===== config.mk =====
export PLATFORM = sky130hd
export DESIGN_NAME = fwd_hazard_ctrl
export DESIGN_NICKNAME = d
export VERILOG_FILES = /design/src/rtl/pipe_pkg.sv /design/src/rtl/fwd_sel_calc.sv /design/src/rtl/fwd_hazard_ctrl.sv
export SDC_FILE = /design/constraint.sdc
export NUM_CORES = 1
export LEC_CHECK = 0
export ABC_AREA = 1
export CORE_MARGIN = 2
export CORE_UTILIZATION = 30
export CTS_CLUSTER_SIZE = 12
export DETAILED_ROUTE_END_ITERATION = 8
export GPL_TIMING_DRIVEN = 1
export HOLD_SLACK_MARGIN = 0.08
export SLEW_MARGIN = 20
export SYNTH_ARGS = -nofsm -noshare
export SYNTH_HDL_FRONTEND = slang
export SYNTH_SLANG_ARGS = --single-unit

===== constraint.sdc =====
create_clock -name clk -period 1.7 [get_ports clk]
set_input_delay 0.34 -clock clk [delete_from_list [all_inputs] [get_ports clk]]
set_output_delay 0.34 -clock clk [all_outputs]
set_load 0.01 [all_outputs]

===== src/rtl/pipe_pkg.sv =====
// Shared definitions for the EX-stage forwarding / hazard control slice.
//   REG_AW     : register address width
//   FWD_*      : operand mux select codes (11 is never produced)
//   stage_t    : per-stage shadow of the fields hazard logic needs
//   STAGE_BUBBLE : shadow value of an inserted bubble
package pipe_pkg;

  localparam int unsigned REG_AW = 5;

  localparam logic [1:0] FWD_RF    = 2'b00;
  localparam logic [1:0] FWD_WB    = 2'b01;
  localparam logic [1:0] FWD_EXMEM = 2'b10;

  typedef struct packed {
    logic [REG_AW-1:0] dst;
    logic              regwrite;
    logic              memread;
  } stage_t;

  localparam stage_t STAGE_BUBBLE = '{dst: '0, regwrite: 1'b0, memread: 1'b0};

endpackage


===== src/rtl/fwd_sel_calc.sv =====
// Combinational forwarding select for one EX operand.
//   src, uses_src        : source register of the ID instruction and its use flag
//   ex_dst, ex_regwrite  : EX shadow (result will sit in EX/MEM next cycle)
//   mem_dst, mem_regwrite: MEM shadow (result will sit in MEM/WB next cycle)
//   sel                  : FWD_EXMEM over FWD_WB over FWD_RF; r0 never forwarded
module fwd_sel_calc
  import pipe_pkg::*;
(
  input  logic [REG_AW-1:0] src,
  input  logic              uses_src,
  input  logic [REG_AW-1:0] ex_dst,
  input  logic              ex_regwrite,
  input  logic [REG_AW-1:0] mem_dst,
  input  logic              mem_regwrite,
  output logic [1:0]        sel
);

  always_comb begin
    sel = FWD_RF;
    if (ex_regwrite && (ex_dst != '0) && (ex_dst == src) && uses_src) begin
      sel = FWD_EXMEM;
    end else if (mem_regwrite && (mem_dst != '0) && (mem_dst == src)) begin
      sel = FWD_WB;
    end
  end

endmodule


===== src/rtl/fwd_hazard_ctrl.sv =====
// EX-stage forwarding control and load-use hazard detection.
// Sits between the ID decoder and the ID/EX register, shadowing dst/regwrite/
// memread for EX, MEM and WB.
//   clk, rst            : clock, synchronous active-high reset
//   id_*                : ID-stage instruction fields
//   flush               : squash the ID instruction (branch taken)
//   hold                : freeze all state (memory wait)
//   stall               : combinational load-use stall request
//   fwd_a_sel/fwd_b_sel : registered EX operand mux selects
//   ex_dst/mem_dst/wb_dst : shadow destination registers
//   stall_count         : saturating count of stall cycles
module fwd_hazard_ctrl #(
  parameter int unsigned REG_AW = pipe_pkg::REG_AW,
  parameter int unsigned CNT_W  = 16
) (
  input  logic              clk,
  input  logic              rst,
  input  logic              id_valid,
  input  logic [REG_AW-1:0] id_rs,
  input  logic [REG_AW-1:0] id_rt,
  input  logic              id_uses_rs,
  input  logic              id_uses_rt,
  input  logic [REG_AW-1:0] id_dst,
  input  logic              id_regwrite,
  input  logic              id_memread,
  input  logic              flush,
  input  logic              hold,
  output logic              stall,
  output logic [1:0]        fwd_a_sel,
  output logic [1:0]        fwd_b_sel,
  output logic [REG_AW-1:0] ex_dst,
  output logic [REG_AW-1:0] mem_dst,
  output logic [REG_AW-1:0] wb_dst,
  output logic [CNT_W-1:0]  stall_count
);

  import pipe_pkg::*;

  stage_t            ex_q, ex_d;
  stage_t            mem_q, mem_d;
  stage_t            wb_q, wb_d;
  logic [1:0]        fwd_a_q, fwd_a_d;
  logic [1:0]        fwd_b_q, fwd_b_d;
  logic [CNT_W-1:0]  stall_count_q, stall_count_d;
  logic [1:0]        sel_a, sel_b;
  logic              ex_hit;
  logic              unused_wb_flags;

  // WB flags are shadowed for completeness; nothing downstream reads them.
  assign unused_wb_flags = ^{wb_q.regwrite, wb_q.memread};

  fwd_sel_calc u_sel_a (
    .src          (id_rs),
    .uses_src     (id_uses_rs),
    .ex_dst       (ex_q.dst),
    .ex_regwrite  (ex_q.regwrite),
    .mem_dst      (mem_q.dst),
    .mem_regwrite (mem_q.regwrite),
    .sel          (sel_a)
  );

  fwd_sel_calc u_sel_b (
    .src          (id_rt),
    .uses_src     (id_uses_rt),
    .ex_dst       (ex_q.dst),
    .ex_regwrite  (ex_q.regwrite),
    .mem_dst      (mem_q.dst),
    .mem_regwrite (mem_q.regwrite),
    .sel          (sel_b)
  );

  // Load in EX whose result is needed by the ID instruction; a flushed ID
  // instruction never needs to wait.
  always_comb begin
    ex_hit = (id_uses_rs && (id_rs == ex_q.dst)) ||
             (id_uses_rt && (id_rt == ex_q.dst));
    stall  = ex_q.memread && ex_q.regwrite && (ex_q.dst != '0) &&
             id_valid && ex_hit && !flush;
  end

  always_comb begin
    ex_d          = ex_q;
    mem_d         = mem_q;
    wb_d          = wb_q;
    fwd_a_d       = fwd_a_q;
    fwd_b_d       = fwd_b_q;
    stall_count_d = stall_count_q;
    if (!hold) begin
      wb_d  = mem_q;
      mem_d = ex_q;
      if (id_valid && !flush && !stall) begin
        ex_d.dst      = id_dst;
        ex_d.regwrite = id_regwrite;
        ex_d.memread  = id_memread;
        fwd_a_d       = sel_a;
        fwd_b_d       = sel_b;
      end else begin
        ex_d    = STAGE_BUBBLE;
        fwd_a_d = FWD_RF;
        fwd_b_d = FWD_RF;
      end
      if (stall && (stall_count_q != '1)) begin
        stall_count_d = stall_count_q + 1'b1;
      end
    end
  end

  always_ff @(posedge clk) begin
    if (rst) begin
      ex_q          <= STAGE_BUBBLE;
      mem_q         <= STAGE_BUBBLE;
      wb_q          <= STAGE_BUBBLE;
      fwd_a_q       <= FWD_RF;
      fwd_b_q       <= FWD_RF;
      stall_count_q <= '0;
    end else begin
      ex_q          <= ex_d;
      mem_q         <= mem_d;
      wb_q          <= wb_d;
      fwd_a_q       <= fwd_a_d;
      fwd_b_q       <= fwd_b_d;
      stall_count_q <= stall_count_d;
    end
  end

  assign fwd_a_sel   = fwd_a_q;
  assign fwd_b_sel   = fwd_b_q;
  assign ex_dst      = ex_q.dst;
  assign mem_dst     = mem_q.dst;
  assign wb_dst      = wb_q.dst;
  assign stall_count = stall_count_q;

endmodule

==> metrics <==
status=finished with violations; failing checks=negative setup slack; Worst-path clk slew=0.08 ns; Routed WL per cell=12.6 um; clock sinks=38; Worst path most repeated cell=inv_4; total CTS buffers=5; PortBufs=59; diode count=0; final worst-path setup slack=-0.0206 ns; fin util=45.6%; nets@finish=482; post-synthesis compound-gate area fraction=13.0%; worst-skew pair later-pin latency=0.29 ns; CTS Root Buffer Type=clkbuf_8; pre-CTS setup slack=-0.728 ns; initial antenna violation count=0; Slew @ Worst Pin=0.396 ns; Initial Utilization=31.1%; crit end category=primary output; WL final=7060 um; vias in the first global route=2493; Async S/R FF share, synth=0%; global-route wire length before repair=11800 um; Multi-input gate area=1440 um^2; crit share post-route=101%; critical path type=reg2out; CTS tree=yes; share of the synthesized area in the top cell type=31.7%; Slew HR=73.6%; Hold-fix buffers, CTS=0; crit path max-delay cell type=dfxtp_4; Seq/Total Area, Yosys=31.7%; adder-cell share of the synthesized area=0.521%; VDD IR max=0.325 mV; critical path arrival=1.38 ns; IO Pins=60; total number of vias=2632; Static Leakage=1.50 nW; CP max stage delay=0.37 ns; area leader, netlist=dfxtp_1; FP Rows=32; Area Growth Syn to Fin=46.9%; Synthesis Warnings=0; GR Util All Layers=16.7%; Synth Area in Simple Gates=41.0%; Max Root-Sink Buffers=2; Critical Path Fanout Max=4; largest family of logic cells by synthesized area=simple AND/OR/NAND/NOR gates; DRT antenna net count=0; # fillers=788; Detailed Routing Iterations Pass 1=4; Post-Syn Area per Cell=6.50 um^2; final hold vios=0; unrepaired setup endpoints after global routing=true; xor/xnor share of the synthesized area=2.92%; full die area=8730 um^2; CP Launch Type=flop; total gr overflow=0; top-count cell post-synth=nand2_1; placer congestion estimate=0.900; First DRT Iteration DRCs=104; multiplexer share of the synthesized area=0%; Syn Nets=394; Via density=4.70; DP HPWL=5110 um; core area=7730 um^2; flip-flop and latch count after synthesis=38; P per Cell Area=561 nW/um^2; count of different cell masters after synthesis=28; final slew viol count=0; register area=783 um^2; min Tclk post-route=1.72 ns; largest net degree at the start of global routing=25; Mapped Area=2400 um^2; hold crit path type=reg2reg; Max Clock Freq=0.581 GHz; H-tree depth=2; Worst EP required=1.36 ns; Commonest cells post-synth=115 x nand2_1, 38 x dfxtp_1, 36 x nor2_1; share of cells above drive strength 1=25.3%; clock skew=0.00452 ns; cells after synthesis=369; drt drc=0; Die H=93.4 um; Final setup viols=1; largest cells by area after synthesis=dfxtp_1 32%, nand2_1 18%, a21oi_1 5.8%, nor2_1 5.6%, nand4_1 5.5%; Die Wd=93.4 um; max cap viols=0; leading register cell type out of synthesis=dfxtp_1; CP cell instances=inv_4 -> nand3_1 -> o21ai_4 -> nor2_4 -> nand2_4 -> inv_4 -> buf_6; Post-synth EDFFs=0; final setup TNS=-0.0206 ns
## final timing paths
path	start	endpoint	slack [ns]	cells past startpoint
max	ex_dst[4]$_SDFFE_PP0N_	stall	-0.02	7
min	fwd_b_sel[0]$_SDFFE_PP0N_	fwd_b_sel[0]$_SDFFE_PP0N_	0.46	2
max reg2reg	ex_dst[0]$_SDFFE_PP0N_	stall_count[1]$_SDFFE_PP0P_	0.06	11
min reg2reg	fwd_b_sel[0]$_SDFFE_PP0N_	fwd_b_sel[0]$_SDFFE_PP0N_	0.46	2
## state kept, by name (all words and copies together), names as in the netlist
signal / count
mem_dst: 5
ex_q: 2
wb_dst: 5
fwd_a_sel: 2
stall_count: 16
mem_q: 1
ex_dst: 5
fwd_b_sel: 2
## layer usage
| layer | vias up | routed length, um | track usage [%] |
|---|---|---|---|
| met5 | - | 0 | 0 |
| met4 | 0 | 55 | 4.66 |
| met3 | 4 | 439 | 3.79 |
| met2 | 75 | 3340 | 28.6 |
| met1 | 1191 | 3230 | 21.0 |
| li1 | 1362 | - | - |
## critical path: cells and delay by family, from the launching register on
family                 cells  cell delay (ns)
AO/OA/AOI/OAI              1             0.22
buffers and inverters      3             0.22
flip-flops                 1             0.37
AND/OR/NAND/NOR            3             0.29
## where the power goes
part           internal (mW)  switching, mW  total [mW]
Clock                  0.432          0.333       0.765
Combinational          0.138          0.150       0.288
Sequential             0.906         0.0182       0.924
## kinds of logic (layout without fill, tap and decap cells)
family / after synthesis / after routing
AOI/OAI and AO/OA: 53 / 53
xor gates and xnor gates: 8 / 8
adders and majority gates: 1 / 1
buffers and inverters: 57 / 146
DFF: 38 / 38
and+or+nand+nor: 212 / 212
## final cells by class
| cell class | count | area share, % |
|---|---|---|
| clock buffer | 5 | 1.95 |
| inverter | 37 | 4.15 |
| tap | 102 | 3.62 |
| multi-input combinational | 274 | 40.7 |
| sequential | 38 | 22.2 |
| clock inverter | 3 | 1.14 |
| timing repair buffer | 101 | 26.2 |
## what timing repair did
action,4_1_cts,5_1_grt
gates resized for setup,35,28
buffers inserted,4,1
setup endpoints to repair,24,28
cloned,0,0
pin swaps,9,13
## metrics by stage
stage                     hold WS (ns)  total power, mW  instances  instance area, um^2
after floorplan                  0.445             1.08        369                 2400
after global placement           0.452             1.23        547                 3290
after detailed placement         0.457             1.23        547                 3290
after CTS                        0.468             2.00        559                 3450
after global routing             0.489             2.08        560                 3530
final                            0.463             1.98        560                 3530
## cell usage in the layout, fill, tap and decap left out, drive strengths merged, types with 2 or more instances in the layout
| cell | Yosys | final |
|---|---|---|
| clkbuf | 7 | 5 |
| nand3 | 17 | 17 |
| dlymetal6s2s | 0 | 6 |
| nand2 | 125 | 125 |
| clkinv | 0 | 2 |
| dlygate4sd2 | 0 | 10 |
| nand3b | 7 | 7 |
| inv | 37 | 37 |
| nand4 | 21 | 21 |
| xor2 | 3 | 3 |
| clkdlybuf4s50 | 0 | 41 |
| o21ai | 15 | 15 |
| nor2 | 40 | 40 |
| buf | 13 | 44 |
| dfxtp | 38 | 38 |
| a21oi | 37 | 37 |
| xnor2 | 5 | 5 |
| nor3 | 2 | 2 |
Power figures use the tool's default switching activity.
